## src/rtl/spi_pkg.sv

```systemverilog
// Shared types and helpers for the oversampled SPI target.
// Mode constants are packed as {CPOL, CPHA}.
package spi_pkg;

   typedef enum logic [1:0] {
      WAIT_DESEL,
      IDLE,
      ACTIVE
   } spi_state_e;

   localparam logic [1:0] MODE0 = 2'b00;
   localparam logic [1:0] MODE1 = 2'b01;
   localparam logic [1:0] MODE2 = 2'b10;
   localparam logic [1:0] MODE3 = 2'b11;

   // Bit position that is presented on miso first and filled last on receive.
   function automatic int head_idx(input int width, input bit msb_first);
      return msb_first ? width - 1 : 0;
   endfunction

endpackage

```

## src/rtl/spi_slave_mode_sync_edge.sv

```systemverilog
// Brings spi_clk, spi_cs_n and mosi into the clk domain and flags
// leading/trailing spi_clk transitions relative to the idle level CPOL.
module spi_sync_edge #(
   parameter int SYNC_STAGES = 2,
   parameter bit CPOL        = 1'b0
) (
   input  logic clk_i,
   input  logic rst_i,
   input  logic spi_clk_i,
   input  logic spi_cs_n_i,
   input  logic mosi_i,
   output logic cs_n_o,
   output logic mosi_o,
   output logic lead_o,
   output logic trail_o
);

   logic [SYNC_STAGES-1:0] sclk_sync_q;
   logic [SYNC_STAGES-1:0] cs_sync_q;
   logic [SYNC_STAGES-1:0] mosi_sync_q;
   logic                   sclk_prev_q;
   logic                   sclk_s;

   // cs_n resets to "selected" so a frame already in flight at reset is
   // skipped until the master genuinely deselects.
   always_ff @(posedge clk_i) begin
      if (rst_i) begin
         sclk_sync_q <= {SYNC_STAGES{CPOL}};
         cs_sync_q   <= '0;
         mosi_sync_q <= '0;
         sclk_prev_q <= CPOL;
      end else begin
         sclk_sync_q <= {sclk_sync_q[SYNC_STAGES-2:0], spi_clk_i};
         cs_sync_q   <= {cs_sync_q[SYNC_STAGES-2:0], spi_cs_n_i};
         mosi_sync_q <= {mosi_sync_q[SYNC_STAGES-2:0], mosi_i};
         sclk_prev_q <= sclk_sync_q[SYNC_STAGES-1];
      end
   end

   assign sclk_s  = sclk_sync_q[SYNC_STAGES-1];
   assign cs_n_o  = cs_sync_q[SYNC_STAGES-1];
   assign mosi_o  = mosi_sync_q[SYNC_STAGES-1];
   assign lead_o  = (sclk_prev_q == CPOL) && (sclk_s != CPOL);
   assign trail_o = (sclk_prev_q != CPOL) && (sclk_s == CPOL);

endmodule

```

## src/rtl/spi_slave_mode.sv

```systemverilog
// SPI target for all four CPOL/CPHA modes with a one-word TX buffer
// and single-cycle RX strobes, oversampled in the clk domain.
module spi_slave_mode
   import spi_pkg::*;
#(
   parameter int               WIDTH       = 8,
   parameter bit               CPOL        = 1'b0,
   parameter bit               CPHA        = 1'b0,
   parameter bit               MSB_FIRST   = 1'b1,
   parameter int               SYNC_STAGES = 2,
   parameter logic [WIDTH-1:0] IDLE_FILL   = '1
) (
   input  logic             clk_i,
   input  logic             rst_i,
   input  logic             spi_clk_i,
   input  logic             spi_cs_n_i,
   input  logic             mosi_i,
   output logic             miso_o,
   output logic             miso_oe_o,
   input  logic [WIDTH-1:0] tx_data_i,
   input  logic             tx_valid_i,
   output logic             tx_ready_o,
   output logic [WIDTH-1:0] rx_data_o,
   output logic             rx_valid_o,
   output logic             busy_o,
   output logic             underrun_o
);

   localparam int         CW             = $clog2(WIDTH);
   localparam int         HEAD           = head_idx(WIDTH, MSB_FIRST);
   localparam logic [1:0] MODE           = {CPOL, CPHA};
   localparam bit         SAMPLE_ON_LEAD = (MODE == MODE0) || (MODE == MODE2);

   spi_state_e       state_q;
   logic [WIDTH-1:0] tx_buf_q, tx_shift_q, rx_shift_q, rx_data_q;
   logic [WIDTH-1:0] tx_shift_d, rx_shift_d, tx_adv, load_word;
   logic [CW-1:0]    cnt_q;
   logic             tx_full_q, rx_valid_q, busy_q, done_q, underrun_q;
   logic             miso_q, miso_oe_q;
   logic             cs_n_s, mosi_s, lead, trail;
   logic             sample_edge, shift_edge, last_bit, tx_accept, load_evt;

   spi_sync_edge #(
      .SYNC_STAGES (SYNC_STAGES),
      .CPOL        (CPOL)
   ) u_sync (
      .clk_i      (clk_i),
      .rst_i      (rst_i),
      .spi_clk_i  (spi_clk_i),
      .spi_cs_n_i (spi_cs_n_i),
      .mosi_i     (mosi_i),
      .cs_n_o     (cs_n_s),
      .mosi_o     (mosi_s),
      .lead_o     (lead),
      .trail_o    (trail)
   );

   assign sample_edge = SAMPLE_ON_LEAD ? lead : trail;
   assign shift_edge  = SAMPLE_ON_LEAD ? trail : lead;
   assign last_bit    = (cnt_q == CW'(WIDTH - 1));
   assign tx_accept   = tx_valid_i && !tx_full_q;

   // CPHA=0 loads at select and on the shift edge after a finished word;
   // CPHA=1 loads on the first leading edge of every word.
   assign load_evt = !cs_n_s &&
                     (((state_q == IDLE) && !CPHA) ||
                      ((state_q == ACTIVE) && shift_edge &&
                       (CPHA ? (cnt_q == '0) : done_q)));

   always_comb begin
      if (MSB_FIRST) begin
         tx_adv     = {tx_shift_q[WIDTH-2:0], 1'b0};
         rx_shift_d = {rx_shift_q[WIDTH-2:0], mosi_s};
      end else begin
         tx_adv     = {1'b0, tx_shift_q[WIDTH-1:1]};
         rx_shift_d = {mosi_s, rx_shift_q[WIDTH-1:1]};
      end
      load_word  = tx_full_q ? tx_buf_q : IDLE_FILL;
      tx_shift_d = load_evt ? load_word : tx_adv;
   end

   // Buffer fill is applied after the load so a same-cycle fill survives.
   always_ff @(posedge clk_i) begin
      if (rst_i) begin
         state_q    <= WAIT_DESEL;
         tx_buf_q   <= '0;
         tx_full_q  <= 1'b0;
         tx_shift_q <= '0;
         rx_shift_q <= '0;
         rx_data_q  <= '0;
         rx_valid_q <= 1'b0;
         cnt_q      <= '0;
         busy_q     <= 1'b0;
         done_q     <= 1'b0;
         underrun_q <= 1'b0;
         miso_q     <= 1'b0;
         miso_oe_q  <= 1'b0;
      end else begin
         rx_valid_q <= 1'b0;
         underrun_q <= 1'b0;
         case (state_q)
            WAIT_DESEL: begin
               if (cs_n_s) state_q <= IDLE;
            end
            IDLE: begin
               if (!cs_n_s) begin
                  state_q   <= ACTIVE;
                  miso_oe_q <= 1'b1;
                  cnt_q     <= '0;
                  busy_q    <= 1'b0;
                  done_q    <= 1'b0;
               end
            end
            ACTIVE: begin
               if (cs_n_s) begin
                  state_q   <= IDLE;
                  miso_oe_q <= 1'b0;
                  miso_q    <= 1'b0;
                  cnt_q     <= '0;
                  busy_q    <= 1'b0;
                  done_q    <= 1'b0;
               end else if (sample_edge) begin
                  rx_shift_q <= rx_shift_d;
                  if (last_bit) begin
                     rx_data_q  <= rx_shift_d;
                     rx_valid_q <= 1'b1;
                     cnt_q      <= '0;
                     busy_q     <= 1'b0;
                     done_q     <= 1'b1;
                  end else begin
                     cnt_q  <= cnt_q + CW'(1);
                     busy_q <= 1'b1;
                  end
               end else if (shift_edge) begin
                  tx_shift_q <= tx_shift_d;
                  miso_q     <= tx_shift_d[HEAD];
               end
            end
            default: state_q <= WAIT_DESEL;
         endcase
         if (load_evt) begin
            tx_shift_q <= tx_shift_d;
            miso_q     <= tx_shift_d[HEAD];
            underrun_q <= !tx_full_q;
            tx_full_q  <= 1'b0;
            done_q     <= 1'b0;
         end
         if (tx_accept) begin
            tx_buf_q  <= tx_data_i;
            tx_full_q <= 1'b1;
         end
      end
   end

   assign miso_o     = miso_q;
   assign miso_oe_o  = miso_oe_q;
   assign tx_ready_o = !tx_full_q;
   assign rx_data_o  = rx_data_q;
   assign rx_valid_o = rx_valid_q;
   assign busy_o     = busy_q;
   assign underrun_o = underrun_q;

endmodule

```

## config.mk

```make
export PLATFORM = sky130hd
export DESIGN_NAME = spi_slave_mode
export DESIGN_NICKNAME = d
export VERILOG_FILES = /design/src/rtl/spi_pkg.sv /design/src/rtl/spi_slave_mode_sync_edge.sv /design/src/rtl/spi_slave_mode.sv
export SDC_FILE = /design/constraint.sdc
export NUM_CORES = 1
export LEC_CHECK = 0
export BUFFER_PORTS_ARGS = -buffer_cell sky130_fd_sc_hd__buf_2
export CAP_MARGIN = 20
export CORE_ASPECT_RATIO = 1.1
export CORE_MARGIN = 2
export CORE_UTILIZATION = 25
export DETAILED_ROUTE_END_ITERATION = 12
export GPL_ROUTABILITY_DRIVEN = 0
export PLACE_DENSITY = 0.5
export SYNTH_ARGS = -nofsm -noshare
export SYNTH_HDL_FRONTEND = slang
export SYNTH_SLANG_ARGS = --single-unit
```

## constraint.sdc

```tcl
create_clock -name clk_i -period 5.23 [get_ports clk_i]
set_clock_uncertainty 0.1 [all_clocks]
set_input_delay 0.7845 -clock clk_i [delete_from_list [all_inputs] [get_ports clk_i]]
set_output_delay 0.7845 -clock clk_i [all_outputs]
set_load 0.02 [all_outputs]
```

==> summary.md, run 1 <==
| Metric | Value |
|---|---|
| Status | `finished, final reports clean` |
| Total core area | `0.00751 sq mm` |
| Synth area leaders | `dfxtp_1 50%, nand2_1 9.4%, a21oi_1 9.0%` |
| Tot GR Track Use | `9.27%` |
| Cell leakage power | `0.864 nW` |
| Post-synth top flop | `dfxtp_1` |
| Clock slew seen by the registers of the worst setup and hold paths | `80 ps` |
| Max_cap viols | `0` |
| Pwr dens | `290 mW/mm^2` |
| TNS Setup | `0 ps` |
| CTS max path bufs | `2` |
| Peak fanout along the critical path | `8` |
| Number of remaining DRC errors | `0` |
| Share of cells above drive strength 1 | `16.5%` |
| Post_cts resized | `0` |
| Row cnt | `33` |
| Synth Area in Compound Gates | `17.2%` |
| Max-slew violations | `0` |
| Largest family of logic cells by synthesized area | `simple AND/OR/NAND/NOR gates` |
| Total number of vias | `1518` |
| Post-synth EDFFs | `0` |
| Total CTS buffers | `5` |
| CP max-delay cell | `a211o_1` |
| Yosys cell types | `31` |
| Worst rel slew slack | `41.4%` |
| Post-layout util | `30.0%` |
| Post-CTS Repair Setup Buffers | `0` |
| Diodes inserted | `0` |
| CP endpoint kind | `flip-flop` |
| Port buffer count | `27` |
| Yosys warning count | `0` |
| Synthesized area per cell | `8.71 sq um` |
| Final setup viols | `0` |
| Combinational share of power | `6.9%` |
| Clk_lat worst skew | `290 ps` |
| # nets final | `269` |
| CTS Hold Bufs | `0` |
| Placed Instances | `346` |
| Total die area | `0.00853 sq mm` |
| CTS tree | `done` |
| Mux share of post-synthesis cell area | `2.05%` |
| Hpwl dp | `2500 um` |
| Number of global-route vias before repair | `1439` |
| Async set-reset flop share out of synthesis | `0%` |
| WS Path Type | `reg -> reg` |
| Die W | `88.2 um` |
| Pint | `0.505 mW` |
| Cell Chain, Critical Path | `inv_1, ha_1, nand4b_1, a211o_1, o221ai_1, a21oi_1` |
| Adder-Cell Fraction of Synth Area | `4.49%` |
| Critical path required time | `5280 ps` |
| Switching Power | `0.149 mW` |
| Simple logic cell fraction of the synthesized area | `21.8%` |
| Crit-path max cell delay | `430 ps` |
| Initial drt markers | `53` |
| Clock Power Share | `33.6%` |
| Fmax | `532 MHz` |
| Antenna Nets Post-Route | `0` |
| Synth top cells by count | `49 x dfxtp_1, 49 x nand2_1, 35 x a21oi_1` |
| Final Hold Viols | `0` |
| I/O pin cnt | `28` |
| Synth Net Count | `245` |
| Synth Area in XOR/XNOR | `0%` |
| Largest net degree at the start of global routing | `50` |
| Synthesized cell area | `0.00195 sq mm` |
| Switching part of the total | `22.8%` |
| Peak VDD IR | `0.114 mV` |
| Setup WS pre-CTS | `3280 ps` |
| Worst Tran Pin Value | `879 ps` |
| Hold Path Class | `reg -> reg` |
| Initial antenna violation count | `0` |
| Final min period | `1880 ps` |
| CTS root buffer | `clkbuf_8` |
| Power Total | `0.654 mW` |
| WP data arrival | `1930 ps` |
| Flop-to-flop setup slack | `3350 ps` |
| RSZ-0062 raised after global routing | `false` |
| Fin area | `0.00225 sq mm` |
| Seq pwr share | `59.4%` |
| DRT Pass-1 Iters | `4` |
| Post-Synthesis Cells | `224` |
| Synthesis-to-layout area growth | `15.4%` |
| Post-route insts no fill | `353` |
| Setup crit start kind | `flip-flop` |
| Setup slack after layout | `3350 ps` |
| Detail-routed net length per standard cell | `10.5 um` |
| Crit share post-route | `36.0%` |
| Worst hold slack | `339 ps` |
| H-tree lvl count | `2` |
| Starting Density | `26.0%` |
| Register area share after synthesis | `50.3%` |
| Post-DP Area | `0.00217 sq mm` |
| Final wirelength | `3720 um` |
| Top cell type's share of synthesized area | `50.3%` |
| Filler cells | `826` |
| Vias per std cell | `4.30` |
| Seq cells post-synth | `49` |
| Chip height | `96.7 um` |
| TritonCTS Sinks | `49` |
| Top cell type by total area after synthesis | `dfxtp_1` |
| First-pass GRT wire length | `6500 um` |
| GR Overflow Total | `0` |
## layout make-up
class	instances	area [sq um]	area share (%)
sequential	49	981	43.6
inverter	8	30.0	1.33
timing repair buffer	27	135	6.00
clock buffer	7	86.3	3.83
tap	105	131	5.83
multi-input combinational	157	888	39.4
## registers in the layout (all words and copies together), names as in the netlist
register            count
rx_valid_o              1
underrun_o              1
tx_shift_q              7
miso_o                  1
u_sync.cs_sync_q        2
cnt_q                   3
tx_full_q               1
tx_buf_q                8
busy_o                  1
rx_data_o               8
done_q                  1
rx_shift_q              7
state_q                 2
u_sync.sclk_prev_q      1
miso_oe_o               1
u_sync.sclk_sync_q      2
u_sync.mosi_sync_q      2
## logic make-up after synthesis
kind of cell | Yosys count
AOI/OAI and AO/OA | 55
muxes | 4
and+or+nand+nor | 91
adders and majority gates | 7
DFF | 49
buffers and inverters | 18
## final timing paths
| check | startpoint | to | depth (start not counted) |
|---|---|---|---|
| hold / removal | u_sync.cs_sync_q[0] | u_sync.cs_sync_q[1] | 1 |
| setup / recovery | state_q[0] | tx_shift_q[3] | 6 |
| setup reg to reg | state_q[0] | tx_shift_q[3] | 6 |
| hold reg to reg | u_sync.cs_sync_q[0] | u_sync.cs_sync_q[1] | 1 |
## placed cells by master (no fill, tap or decap), types with 2 or more instances in the layout
cell	instances
a21oi_1	35
mux2i_1	4
dfxtp_1	49
and4bb_2	2
o221ai_1	7
clkbuf_8	6
nor2_1	12
and2_1	2
nand2_1	49
nand3_1	9
nor2b_1	9
ha_1	7
nand2_2	2
buf_2	27
o21ai_0	6
inv_1	7
## critical path, delay by kind of cell, from the launching register on
kind                       cells  cell delay [ps]
AOI/OAI and AO/OA              3              710
adders and majority gates      1              290
buffers and inverters          1               90
DFF                            1              350
and+or+nand+nor                1              180
## power by group through the flow
stage | registers [mW] | logic [mW] | clock network, mW
finish | 0.389 | 0.0453 | 0.220
global route | 0.390 | 0.0518 | 0.246
CTS | 0.389 | 0.0461 | 0.232
detailed placement | 0.397 | 0.0459 | 0
global placement | 0.398 | 0.0457 | 0
floorplan | 0.397 | 0.0317 | 0
## per-layer routing
metal  vias to the layer above  routed length [um]  GRT usage, %  part of all wire [%]
li1                        807                   -             -                     -
met1                       672                1880          12.9                    50
met2                        32                1620          13.6                    44
met3                         7                 168          2.73                   4.5
met4                         0                  51          3.15                   1.4
met5                         -                   0             0                     0
(Power assumes the default switching activity.)
==> inputs of run 2 (changes only) <==
--- a/config.mk
+++ b/config.mk
@@ -12,7 +12,7 @@
 export CORE_UTILIZATION = 25
 export DETAILED_ROUTE_END_ITERATION = 12
 export GPL_ROUTABILITY_DRIVEN = 0
-export PLACE_DENSITY = 0.5
+export PLACE_DENSITY = 0.52
 export SYNTH_ARGS = -nofsm -noshare
 export SYNTH_HDL_FRONTEND = slang
 export SYNTH_SLANG_ARGS = --single-unit
==> constraint.sdc (replaced) <==
create_clock -name clk_i -period 1.6 [get_ports clk_i]
set_clock_uncertainty 0.1 [all_clocks]
set_input_delay 0.24 -clock clk_i [delete_from_list [all_inputs] [get_ports clk_i]]
set_output_delay 0.24 -clock clk_i [all_outputs]
set_load 0.02 [all_outputs]
==> run 2 against run 1 <==
Compared with the run above:
- sequential cell count unchanged
- power grew to 3.3 times the previous value
- final area increased by 11%
- core utilization is 3.3 points higher
- fmax grew 19%
- die area unchanged
- via count increased by 0.79%
- non-clock buffer count is 15 higher
- first-iteration DRC count is 7.5% lower
- final cell count up 4.5%
- global-route usage increased by 0.58 points
- largest power group unchanged
- highest routed layer unchanged
==> summary.md, run 2 (synthesis results as in run 1) <==
| Metric | Value |
|---|---|
| WS Path Type | `reg -> reg` |
| Worst rel slew slack | `80.7% (+39 points)` |
| # nets final | `284 (+5.6%)` |
| Seq pwr share | `59.2% (-0.2 points)` |
| Hold Path Class | `in -> reg` |
| CTS max path bufs | `2 (unchanged)` |
| Total die area | `0.00853 sq mm (unchanged)` |
| GR Overflow Total | `0 (unchanged)` |
| TritonCTS Sinks | `49 (unchanged)` |
| R2R cell count | `5 (-1)` |
| Starting Density | `26.0% (unchanged)` |
| Vias per std cell | `4.15 (-3.6%)` |
| Crit. Startpoint | `state_q[1]` |
| Clock slew seen by the registers of the worst setup and hold paths | `80 ps (about the same)` |
| Final setup viols | `0 (unchanged)` |
| Share of cells above drive strength 1 | `28.0% (+11 points)` |
| Port buffer count | `27 (unchanged)` |
| Row cnt | `33 (unchanged)` |
| CTS root buffer | `clkbuf_8` |
| Clock Power Share | `31.9% (-1.7 points)` |
| H-tree lvl count | `2 (unchanged)` |
| Post-layout util | `33.3% (+3.3 points)` |
| Critical path required time | `1680 ps (-3600 ps)` |
| Pwr dens | `859 mW/mm^2 (+200%)` |
| Detail-routed net length per standard cell | `10.5 um (-0.37%)` |
| Total number of vias | `1530 (+0.79%)` |
| Worst Setup EP | `tx_shift_q[4]` |
| Synthesis-to-layout area growth | `28.1%` |
| Combinational share of power | `8.9% (+2.0 points)` |
| Worst R2R Start | `state_q[1]` |
| CP max-delay cell | `a211o_4` |
| Die W | `88.2 um (unchanged)` |
| Largest net degree at the start of global routing | `38 (-24%)` |
| Tot GR Track Use | `9.86% (+0.58 points)` |
| Diodes inserted | `0 (unchanged)` |
| Hpwl dp | `2690 um (+7.8%)` |
| Setup crit start kind | `flip-flop` |
| Critical R2R Capture | `tx_shift_q[4]` |
| Cell Chain, Critical Path | `ha_4, nand4b_1, a211o_4, o221ai_2, a21oi_1` |
| Final wirelength | `3870 um (+4.1%)` |
| Crit share post-route | `99.0% (+63 points)` |
| CTS tree | `done` |
| Initial drt markers | `49 (-7.5%)` |
| TNS Setup | `0 ps (unchanged)` |
| Crit-path max cell delay | `420 ps (about the same)` |
| WP data arrival | `1670 ps (-260 ps)` |
| Peak VDD IR | `0.356 mV (+210%)` |
| Total CTS buffers | `5 (unchanged)` |
| Number of remaining DRC errors | `0 (unchanged)` |
| First-pass GRT wire length | `6880 um (+5.8%)` |
| Total core area | `0.00751 sq mm (unchanged)` |
| Worst Tran Pin Value | `287 ps (-593 ps)` |
| Peak fanout along the critical path | `7 (-1)` |
| Fmax | `632 MHz (+19%)` |
| Switching part of the total | `23.8% (+0.97 points)` |
| CP endpoint kind | `flip-flop` |
| Max-slew violations | `0 (unchanged)` |
| CTS Hold Bufs | `0 (unchanged)` |
| Most frequent cells in the layout | `47 x nand2_1, 47 x dfxtp_1, 35 x a21oi_1, 27 x buf_2` |
| Placed Instances | `357 (+3.2%)` |
| Chip height | `96.7 um (unchanged)` |
| RSZ-0062 raised after global routing | `true` |
| Cell leakage power | `0.975 nW (+13%)` |
| Number of global-route vias before repair | `1501 (+4.3%)` |
| DRT Pass-1 Iters | `4 (unchanged)` |
| Clk_lat worst skew | `290 ps (about the same)` |
| Pint | `1.64 mW (+220%)` |
| Post-route insts no fill | `369 (+4.5%)` |
| Antenna Nets Post-Route | `0 (unchanged)` |
| Initial antenna violation count | `0 (unchanged)` |
| Worst hold slack | `55.8 ps (-283 ps)` |
| Flop-to-flop setup slack | `20 ps (-3330 ps)` |
| Max_cap viols | `0 (unchanged)` |
| Final Hold Viols | `0 (unchanged)` |
| I/O pin cnt | `28 (unchanged)` |
| Switching Power | `0.512 mW (+240%)` |
| Status | `finished, final reports clean` |
| HP Start | `spi_clk_i` |
| Final min period | `1580 ps (-297 ps)` |
[run 2: cell count changes in the layout (fill, tap and decap cells not counted), sizes merged]
| cell | change |
|---|---|
| clkinv | +2 |
| buf | +15 |
| clkbuf | -1 |
[run 2: metrics by stage]
| stage | instance area (sq um) | power [mW] | setup slack, ps |
|---|---|---|---|
| floorplan | 1970 | 1.41 | -7.01 |
| global placement | 2280 | 1.47 | -31.9 |
| detailed placement | 2280 | 1.47 | -71.7 |
| CTS | 2420 | 2.18 | -3.39 |
| global route | 2500 | 2.27 | -63.8 |
| finish | 2500 | 2.15 | 16.6 |
[run 2: layer usage]
metal / part of all wire (%) / wire length, um / vias up / global-route usage (%)
met3: 4.8 / 184 / 2 / 2.82
met1: 52 / 2000 / 660 / 13.7
met2: 43 / 1670 / 30 / 15.2
met4: 0.59 / 23 / 0 / 2.10
met5: 0 / 0 / - / 0
li1: - / - / 838 / -
[run 2: final cells by class]
type | count | area (sq um)
clock buffer | 6 | 72.6
tap | 105 | 131
fill | 815 | 5010
clock inverter | 2 | 10.0
sequential | 49 | 986
multi-input combinational | 157 | 992
inverter | 8 | 32.5
timing repair buffer | 42 | 277
[run 2: power by group through the flow]
stage	combinational, mW	sequential, mW	clock (mW)
finish	0.192	1.27	0.685
global route	0.214	1.28	0.779
CTS	0.179	1.27	0.726
detailed placement	0.174	1.30	0
global placement	0.174	1.30	0
floorplan	0.106	1.30	0
[run 2: worst max-delay path: cells and delay by family (launching register included)]
family                     cells  cell delay [ps]
AOI/OAI and AO/OA              3              660
DFF                            1              380
adders and majority gates      1              170
and+or+nand+nor                1              170
[run 2: how the worst min path moves through the flow]
stage / endpoint / slack, ps / cells past startpoint
6_report: u_sync.sclk_sync_q[0] / 60 / 2
5_1_grt: u_sync.sclk_sync_q[0] / 40 / 2
4_1_cts: u_sync.sclk_sync_q[0] / 50 / 2
3_5_place_dp: u_sync.cs_sync_q[1] / 320 / 1
3_3_place_gp: u_sync.cs_sync_q[1] / 320 / 1
2_1_floorplan: u_sync.cs_sync_q[0] / 270 / 1
[run 2: timing repair]
item	in CTS	in global routing
pin swaps	8	4
buffers inserted	2	2
setup endpoints to repair	8	18
resized for setup	6	14
gates cloned	0	0
==> inputs of run 3 (changes only) <==
--- a/config.mk
+++ b/config.mk
@@ -13,6 +13,7 @@
 export DETAILED_ROUTE_END_ITERATION = 12
 export GPL_ROUTABILITY_DRIVEN = 0
 export PLACE_DENSITY = 0.52
+export RECOVER_POWER = 50
 export SYNTH_ARGS = -nofsm -noshare
 export SYNTH_HDL_FRONTEND = slang
 export SYNTH_SLANG_ARGS = --single-unit
==> run 3 against run 2 <==
Compared with the run above:
- global-route usage unchanged
- core utilization decreased by 0.22 points
- fmax increased by 0.11%
- worst setup slack improved by 1.8 ps
- first-iteration DRC count unchanged
- final cell count unchanged
- combinational power about the same
- worst hold slack about the same
- clock power about the same
- sequential cell count unchanged
- non-clock buffer count unchanged
- clock-buffer cell count unchanged
- largest power group unchanged
- highest routed layer unchanged
==> summary.md, run 3 (synthesis results as in run 1) <==
| Metric | Value |
|---|---|
| Status | `finished, final reports clean` |
| Starting Density | `26.0% (unchanged)` |
| Cell leakage power | `0.918 nW (-5.8%)` |
| Row cnt | `33 (unchanged)` |
| Vias per std cell | `4.13 (-0.39%)` |
| I/O pin cnt | `28 (unchanged)` |
| Fmax | `632 MHz (+0.11%)` |
| Most frequent cells in the layout | `47 x nand2_1, 47 x dfxtp_1, 35 x a21oi_1, 14 x clkbuf_1, 14 x buf_2` |
| Final Hold Viols | `0 (unchanged)` |
| CTS root buffer | `clkbuf_8` |
| Antenna Nets Post-Route | `0 (unchanged)` |
| Number of remaining DRC errors | `0 (unchanged)` |
| Share of cells above drive strength 1 | `23.1% (-4.9 points)` |
| Clock slew seen by the registers of the worst setup and hold paths | `80 ps (about the same)` |
| Final wirelength | `3880 um (+0.26%)` |
| Total core area | `0.00751 sq mm (unchanged)` |
| First-pass GRT wire length | `6880 um (unchanged)` |
| DRT Pass-1 Iters | `4 (unchanged)` |
| Post-layout util | `33.1% (-0.22 points)` |
| Post-DP Area | `0.00228 sq mm (unchanged)` |
| Synthesis-to-layout area growth | `27.3%` |
| Fin area | `0.00248 sq mm (-0.65%)` |
| Initial antenna violation count | `0 (unchanged)` |
| Peak fanout along the critical path | `7 (unchanged)` |
| Pwr dens | `865 mW/mm^2 (+0.63%)` |
| Max_cap viols | `0 (unchanged)` |
| Detail-routed net length per standard cell | `10.5 um (+0.26%)` |
| Critical path required time | `1680 ps (about the same)` |
| Largest net degree at the start of global routing | `38 (unchanged)` |
| Port buffer count | `27 (unchanged)` |
| # nets final | `284 (unchanged)` |
| Worst hold slack | `55.8 ps (+0.0347 ps)` |
| WS Path Type | `reg -> reg` |
| WP data arrival | `1670 ps (about the same)` |
| Hold Path Stages | `2 (unchanged)` |
| Crit share post-route | `98.9% (-0.11 points)` |
| RSZ-0062 raised after global routing | `true` |
| Setup crit start kind | `flip-flop` |
| Worst rel slew slack | `80.7% (about the same)` |
| GR Overflow Total | `0 (unchanged)` |
| Die W | `88.2 um (unchanged)` |
| CTS max path bufs | `2 (unchanged)` |
| Initial drt markers | `49 (unchanged)` |
| Hold Path Class | `in -> reg` |
| Hpwl dp | `2690 um (unchanged)` |
| H-tree lvl count | `2 (unchanged)` |
| CP endpoint kind | `flip-flop` |
| Number of global-route vias before repair | `1501 (unchanged)` |
| R2R cell count | `5 (unchanged)` |
| Chip height | `96.7 um (unchanged)` |
| Clk_lat worst skew | `290 ps (about the same)` |
| Tot GR Track Use | `9.86% (unchanged)` |
| CTS tree | `done` |
| Total CTS buffers | `5 (unchanged)` |
| Diodes inserted | `0 (unchanged)` |
| Max-slew violations | `0 (unchanged)` |
| Total number of vias | `1524 (-0.39%)` |
| Worst Tran Pin Value | `287 ps (-0.00942 ps)` |
| TritonCTS Sinks | `49 (unchanged)` |
| Power Total | `2.15 mW (about the same)` |
| Peak VDD IR | `0.356 mV (about the same)` |
| Final min period | `1580 ps (-1.76 ps)` |
| Final setup viols | `0 (unchanged)` |
| Total die area | `0.00853 sq mm (unchanged)` |
==> run 3: layout make-up <==
class	count	area (sq um)
multi-input cells	157	992
flip-flops and latches	49	986
clock inverters	2	10.0
repair buffers	42	260
clock buffers	6	72.6
well taps	105	131
fillers	822	5030
inverters	8	32.5
==> run 3: through the flow <==
| step | setup TNS, ps | setup WS (ps) | std cells |
|---|---|---|---|
| 2_1_floorplan | -7.01 | -7.01 | 224 |
| 3_3_place_gp | -169 | -31.9 | 357 |
| 3_5_place_dp | -414 | -71.7 | 357 |
| 5_1_grt | -225 | -63.8 | 369 |
| 6_report | 0 | 18.3 | 369 |
| 4_1_cts | -4.73 | -3.39 | 367 |
==> run 3: worst paths after layout <==
path                  startpoint                     to  slack, ps
max                   state_q[1]          tx_shift_q[4]         20
min                    spi_clk_i  u_sync.sclk_sync_q[0]         60
max reg2reg           state_q[1]          tx_shift_q[4]         20
min reg2reg  u_sync.cs_sync_q[0]    u_sync.cs_sync_q[1]        340
==> run 3: where the power goes <==
part | total [mW] | internal (mW) | switching, mW
clock | 0.686 | 0.304 | 0.382
combinational | 0.191 | 0.0834 | 0.107
sequential | 1.27 | 1.25 | 0.0225
total | 2.15 | 1.64 | 0.513
==> run 3: timing repair <==
action / 4_1_cts / 5_1_grt
buffers inserted: 2 / 2
hold buffers: 0 / 0
setup endpoints to repair: 8 / 18
pin swaps: 8 / 4
gates resized for setup: 6 / 14
==> run 3: layer usage <==
| metal | wire length [um] | track usage, % |
|---|---|---|
| met1 | 2010 | 13.7 |
| met2 | 1670 | 15.2 |
| met3 | 187 | 2.82 |
| met4 | 23 | 2.10 |
| met5 | 0 | 0 |
==> run 3: critical path, stage by stage, from the launching register on <==
cell and delay [ps]:
dfxtp_2 380, ha_4 170, nand4b_1 160, a211o_4 420
o221ai_2 160, a21oi_1 80
